<file path="src/rtl/input_conditioner.sv">
// input_conditioner: synchronises and debounces the execute push-button and
// the 16 slide switches. The button becomes a one-cycle exec strobe plus a
// debounced level. The switches become a stable word with a change strobe.
module input_conditioner #(
  parameter logic [15:0] DEBOUNCE_CYCLES = 16'd50000,
  parameter bit          BTN_ACTIVE_LOW  = 1'b1
) (
  input  logic        clock,
  input  logic        reset,
  input  logic        btn_raw,
  input  logic [15:0] sw_raw,
  output logic        exec,
  output logic        exec_level,
  output logic [15:0] inp,
  output logic        inp_chg
);

  typedef enum logic [1:0] {IDLE, PRESS_WAIT, HELD, RELEASE_WAIT} btn_state_t;

  // A count of LAST before the current sample means this sample is the
  // DEBOUNCE_CYCLES-th in a row.
  localparam logic [15:0] LAST = DEBOUNCE_CYCLES - 16'd1;

  logic        r_btn_s1, r_btn_s2;
  logic [15:0] r_sw_s1, r_sw_s2;
  btn_state_t  r_state;
  logic [15:0] r_cnt;
  logic        r_exec, r_lvl;
  logic [15:0] r_cand, r_scnt, r_inp;
  logic        r_chg;

  logic        w_btn;
  logic [15:0] w_cnt_inc;

  // Normalise polarity after the second flop so that 1 always means pressed.
  assign w_btn     = r_btn_s2 ^ BTN_ACTIVE_LOW;
  assign w_cnt_inc = (r_cnt == 16'hFFFF) ? r_cnt : r_cnt + 16'd1;

  // Two-flop synchronisers. Reset loads the pins' inactive level.
  always_ff @(posedge clock) begin
    if (!reset) begin
      r_btn_s1 <= BTN_ACTIVE_LOW;
      r_btn_s2 <= BTN_ACTIVE_LOW;
      r_sw_s1  <= '0;
      r_sw_s2  <= '0;
    end else begin
      r_btn_s1 <= btn_raw;
      r_btn_s2 <= r_btn_s1;
      r_sw_s1  <= sw_raw;
      r_sw_s2  <= r_sw_s1;
    end
  end

  // Button debounce FSM. exec fires once, on the edge a press is accepted.
  always_ff @(posedge clock) begin
    if (!reset) begin
      r_state <= IDLE;
      r_cnt   <= '0;
      r_exec  <= 1'b0;
      r_lvl   <= 1'b0;
    end else begin
      r_exec <= 1'b0;
      case (r_state)
        IDLE: begin
          if (w_btn) begin
            r_state <= PRESS_WAIT;
            r_cnt   <= 16'd1;
          end
        end
        PRESS_WAIT: begin
          if (!w_btn) begin
            r_state <= IDLE;
            r_cnt   <= '0;
          end else if (r_cnt >= LAST) begin
            r_state <= HELD;
            r_cnt   <= '0;
            r_exec  <= 1'b1;
            r_lvl   <= 1'b1;
          end else begin
            r_cnt <= w_cnt_inc;
          end
        end
        HELD: begin
          r_lvl <= 1'b1;
          if (!w_btn) begin
            r_state <= RELEASE_WAIT;
            r_cnt   <= 16'd1;
          end
        end
        RELEASE_WAIT: begin
          if (w_btn) begin
            r_state <= HELD;
            r_cnt   <= '0;
          end else if (r_cnt >= LAST) begin
            r_state <= IDLE;
            r_cnt   <= '0;
            r_lvl   <= 1'b0;
          end else begin
            r_cnt <= w_cnt_inc;
          end
        end
        default: begin
          r_state <= IDLE;
          r_cnt   <= '0;
          r_lvl   <= 1'b0;
        end
      endcase
    end
  end

  // Switch debounce. Any change restarts the whole word. The word is
  // published only after a full stable window, and only if it is new.
  always_ff @(posedge clock) begin
    if (!reset) begin
      r_cand <= '0;
      r_scnt <= '0;
      r_inp  <= '0;
      r_chg  <= 1'b0;
    end else begin
      r_chg <= 1'b0;
      if (r_sw_s2 != r_cand) begin
        r_cand <= r_sw_s2;
        r_scnt <= 16'd1;
      end else begin
        if (r_scnt < DEBOUNCE_CYCLES) r_scnt <= r_scnt + 16'd1;
        if (r_scnt >= LAST && r_cand != r_inp) begin
          r_inp <= r_cand;
          r_chg <= 1'b1;
        end
      end
    end
  end

  assign exec       = r_exec;
  assign exec_level = r_lvl;
  assign inp        = r_inp;
  assign inp_chg    = r_chg;

endmodule
</file>
<file path="config.mk">
export PLATFORM = sky130hd
export DESIGN_NAME = input_conditioner
export DESIGN_NICKNAME = d
export VERILOG_FILES = /design/src/rtl/input_conditioner.sv
export SDC_FILE = /design/constraint.sdc
export NUM_CORES = 1
export LEC_CHECK = 0
export CAP_MARGIN = 20
export CORE_MARGIN = 10
export CORE_UTILIZATION = 35
export DETAILED_ROUTE_END_ITERATION = 8
export PLACE_DENSITY = 0.53
export SYNTH_ARGS = -nofsm -noshare
export SYNTH_HDL_FRONTEND = slang
export SYNTH_SLANG_ARGS = --single-unit
</file>
<file path="constraint.sdc">
create_clock -name clock -period 1.9 [get_ports clock]
set_input_delay 0.38 -clock clock [delete_from_list [all_inputs] [get_ports clock]]
set_output_delay 0.38 -clock clock [all_outputs]
set_load 0.05 [all_outputs]
</file>
---- Word-level counts from Yosys, hierarchy flattened ----
Index checks and enable logic that the tools add are counted.
storage, ports and cells
  bits in registers ....................... 103
  logic and storage cells ................. 68
cells by class
  add/sub/neg operators ................... 2
  $lt $le $gt $ge ......................... 3
  eq/ne operators ......................... 14
  mux-type cells .......................... 23
  bitwise logic cells ..................... 3
  reduce and logical (&&, ||, !) cells .... 10
operator list
  operator                                                                number
  16-bit 2-to-1 mux                                                       6
  16-bit case mux with 4 select lines                                     1
  16-bit by 1-bit adder with 16-bit output (second input constant)        2
  16-bit >= comparator (second input constant)                            2
  16-bit inequality test                                                  2
  16-bit equality test (second input constant)                            1
  16-bit < comparator (second input constant)                             1
  2-bit 2-to-1 mux                                                        6
  2-bit inequality test (second input constant)                           6
  1-bit 2-to-1 mux                                                        8
  2-bit case mux with 4 select lines                                      1
  3-bit inequality test (second input constant)                           2
  5-bit AND reduction                                                     1
  2-bit equality test (second input constant)                             2
  2-bit AND reduction                                                     2
  4-bit AND reduction                                                     1
  1-bit inverter                                                          3
  1-bit case mux with 3 select lines                                      1
  3-bit nonzero test                                                      1
  3-bit OR reduction                                                      1
  2-bit by 1-bit equality test with 1-bit output (second input constant)  1
  2-bit logical NOT                                                       1
  2-bit nonzero test                                                      1
  2-bit OR reduction                                                      1
  1-bit logical AND                                                       1

---- Longest topological paths before layout ----
Gate-level depths: netlist (run 1).
  word-level depth ........................ 5
  depth in mapped cells ................... 7
  depth with buffers taken out ............ 6

---- Worst setup path after synthesis (run 1) ----
Ideal clock, no wire load.
  path kind ............................... register -> register
  start ................................... register r_cnt[0]
  end ..................................... register r_cnt[8]
  setup time .............................. 0.063 ns
  arrival ................................. 2.049 ns
  path slack .............................. -0.212 ns
  stages on the path, launching flop included .. 7
  path buffers ............................ 0
  clock period less this slack ............ 2.112 ns
  path through ............................ dfxtp_1 -> ha_1 -> a311o_1 -> a211oi_4 -> o2111ai_4 -> or4_1 -> nand3_1
between the ends
  word-level cells in the longest chain between the ends .. 5
  elaborated cells between the ends (all ways) .. 8
  those cells by class .................... add/sub: 1; order compare: 1; eq/ne: 1; mux: 5
ends and longest elaborated chain
  item                                                                                     RTL line  source
  from (decl)                                                                              27        logic [15:0] r_cnt;
  from (signal assigned)                                                                   80        r_cnt <= w_cnt_inc;
  from (signal assigned)                                                                   99        r_cnt <= w_cnt_inc;
  16-bit by 1-bit adder with 16-bit output / 16-bit equality test (equally long branches)  37        assign w_cnt_inc = (r_cnt == 16'hFFFF) ? r_cnt : r_cnt + 16'd1;
  16-bit 2-to-1 mux                                                                        37
  16-bit 2-to-1 mux *                                                                      74, 94
  16-bit 2-to-1 mux (on tied branches)                                                     91, 71
  16-bit case mux with 4 select lines *                                                    63        case (r_state)
Every way passes the cells marked *; elsewhere a longest branch is shown, timed or not.
A chain may end at the register's enable or synchronous reset.

---- Final worst setup path (run 1) ----
  start ................................... register r_cnt[13]
  end ..................................... register r_cnt[8]
between the ends
  word-level cells in the longest chain between the ends .. 5
  elaborated cells between the ends (all ways) .. 7
  those cells by class .................... order compare: 1; eq/ne: 1; mux: 5
ends and longest elaborated chain
  item                                                          RTL line
  branches (longest 2 deep; another with 16-bit >= comparator)  -
  16-bit 2-to-1 mux *                                           74, 94
  16-bit 2-to-1 mux (on tied branches)                          91, 71
  16-bit case mux with 4 select lines *                         63
Every way passes the cells marked *.

==> impl_metrics.ini, run 1 <==
[setup_path]
path_cells = or4_4 -> a211oi_4 -> o2111ai_4 -> or4_1 -> nand3_1
cp.depth = 5
endpoint_kind = flip-flop
crit_family = simple AND/OR/NAND/NOR gates
startpoint = r_cnt[13]
worstSetupPathType = reg2reg
r2r-start = r_cnt[13]
critPathBufInv = 0
path_max_fanout = 5
slowest_stage = or4_4
endpoint = r_cnt[8]
reg2reg_depth = 5
arrival_ps = 2300
r2r-end = r_cnt[8]
cp_slowest_stage_delay_ps = 570
cp-start-kind = flip-flop
r2r_setup_slack_ps = -110
cp.required_ps = 2190

[power]
p_int_mw = 3.28
seq_power_share_pct = 51.9
total_leakage_power_nw = 2.08
comb_power_share_pct = 5.3
p_per_area_mw_per_mm2 = 777
vdd_drop_max_uv = 647
p_sw_share_pct = 23.7
pwr-share-clk_pct = 42.8
total_power_mw = 4.30
power.switching_mw = 1.02

[route]
drtAntennaViolNets = 0
first_iter_violations = 191
vias = 3327
vias_per_cell = 4.87
wire_per_inst_um = 14.0
drt_wl_total_mm = 9.59
first_pass_iters = 4
drcViolationCount = 0

[layout]
fin_nets = 552
final_util_pct = 46.1
final_common_cell = dfxtp_1
area_growth_pct = 29.5
layout-drive-gt1-share_pct = 20.9
antenna_cells = 0
layout_common_cells = dfxtp_1, buf_4, nand2_1

[yosys]
synthFlopType = dfxtp_1
synth_top_area_cell = dfxtp_1
synthTopCellsByArea = dfxtp_1, and2_1, xnor2_1
synth_top_area_share_pct = 48.2
synth-seq-cells = 103
synthesis.area_mm2 = 0.00428
syn_avg_cell_area_um2 = 9.42
syn_nets = 475
ys_warn_count = 0
synth_seq_area_share_pct = 48.2
async_flop_share_pct = 0
netlist_instances = 454
synth_edf_count = 0
yosysUniqueCellTypes = 47

[status]
violations = setup timing
outcome = finished with violations

[timing]
rsz0062_at_grt = true
fin_crit_sh_pct = 106
worst_slack_ps = -111
hold_viol = 0
skew_ps = 13.8
fmax_mhz = 497
setup_tns_ps = -750
finalSetupViolations = 12
maxSlewHeadroom_pct = 56.5
drv_slew = 0
fin_crit_ps = 2010
tightestPinTransition_ps = 653

[floorplan]
io_pins = 38
start_util_pct = 35.6
fp.dieH_um = 131
fp.dieW_um = 131
rows = 40
core_area_mm2 = 0.0120
die_area_mm2 = 0.0170

[place]
dpl.hpwl_mm = 6.79
place_congestion = 0.810
port_buffers = 37

[global_routing]
antenna_found_initial = 0
grt_max_degree = 84
grt_pass1_wl_mm = 15.4
track_usage_pct = 11.5
grt_pass1_vias = 3131
grt-ovfl-total = 0

[run]
max_cap_violations = 0

[clocking]
tritoncts = built
ctsHoldBuffers = 0
cts.path.max_buffers = 2
cts.htree.levels = 3
cts_buffers = 9
clkLatencyLatePin_ps = 360
cts_sinks = 103
path_clk_slew_ps = 70
cts-root-buf = clkbuf_16

[worst_hold_path]
hold_class = in2reg
stage by stage:
stage	setup slack, ps	hold slack [ps]	instances	cell area, um2
2_1_floorplan	-75.0	386	454	4290
3_3_place_gp	-133	403	661	5050
3_5_place_dp	-148	404	661	5050
4_1_cts	-105	302	677	5380
5_1_grt	-217	336	683	5540
6_report	-111	342	683	5540
timing repair:
action / in CTS / in global routing
setup buffers: 0 / 4
pin swaps: 2 / 16
endpoints found under the hold margin: 0 / 0
gates cloned: 0 / 2
setup endpoints to repair: 45 / 48
gates resized for setup: 6 / 27
routing by layer:
layer	routed length, um	track usage, %	vias up
met4	159	4.05	0
met2	4530	18.3	50
met1	4480	14.2	1535
met3	414	3.99	14
met5	0	0	-
li1	-	-	1728
kinds of logic (layout without fill, tap and decap cells):
family / count (synthesis) / in the layout / share of synthesized area (%)
and+or+nand+nor: 201 / 201 / 25.3
AOI/OAI and AO/OA: 60 / 61 / 10.2
xor gates and xnor gates: 44 / 44 / 9.01
DFF: 103 / 103 / 48.2
adders and majority gates: 2 / 2 / 0.585
buffers and inverters: 26 / 107 / 2.46
muxes: 18 / 18 / 4.21
worst min-delay path by stage:
stage	from	end	slack, ps	cells after the start
3_3_place_gp	r_btn_s1	r_btn_s2	400	1
5_1_grt	reset	r_btn_s1	340	2
6_report	reset	r_btn_s1	340	2
3_5_place_dp	r_btn_s1	r_btn_s2	400	1
4_1_cts	reset	r_btn_s1	300	2
2_1_floorplan	r_btn_s1	r_btn_s2	390	1
cell usage after synthesis (all sizes together), types with 3 or more instances:
library cell / instances
dfxtp: 103
nand2: 52
and2: 51
xnor2: 28
nor2: 20
mux2i: 18
clkbuf: 16
xor2: 16
nand3: 14
a21oi: 13
o21ai: 12
nand4: 10
nor3: 10
and3: 9
nor4: 8
o211ai: 8
or4: 7
a31oi: 5
inv: 5
o21a: 5
or3: 5
a211oi: 4
and4: 4
buf: 4
nor4b: 4
or2: 3
registers in the layout, summed over array words and instances (netlist names), named ones only:
signal / cells
exec: 1
exec_level: 1
inp: 16
inp_chg: 1
r_btn_s1: 1
r_btn_s2: 1
r_cand: 16
r_cnt: 16
r_scnt: 16
r_state: 1
r_sw_s1: 16
r_sw_s2: 16
area by class of cell:
type                            instances  area (um2)
Fill cell                            1152        6470
Clock buffer                           10         239
Inverter                                6        22.5
Timing Repair Buffer                   85         743
Tap cell                              147         184
Sequential cell                       103        2070
Clock inverter                          6        61.3
Multi-Input combinational cell        326        2220
power groups by stage:
stage	logic, mW	registers (mW)	clock network (mW)
finish	0.226	2.23	1.84
global route	0.252	2.24	2.00
CTS	0.225	2.23	1.91
detailed placement	0.219	2.28	0
global placement	0.218	2.28	0
floorplan	0.117	2.29	0
(Power assumes the default switching activity.)
==> run 2: changes to the inputs <==
- CAP_MARGIN: 20 -> default
==> results of run 2 <==
Same layout as run 1: the final DEF is identical, and so are final timing and power.
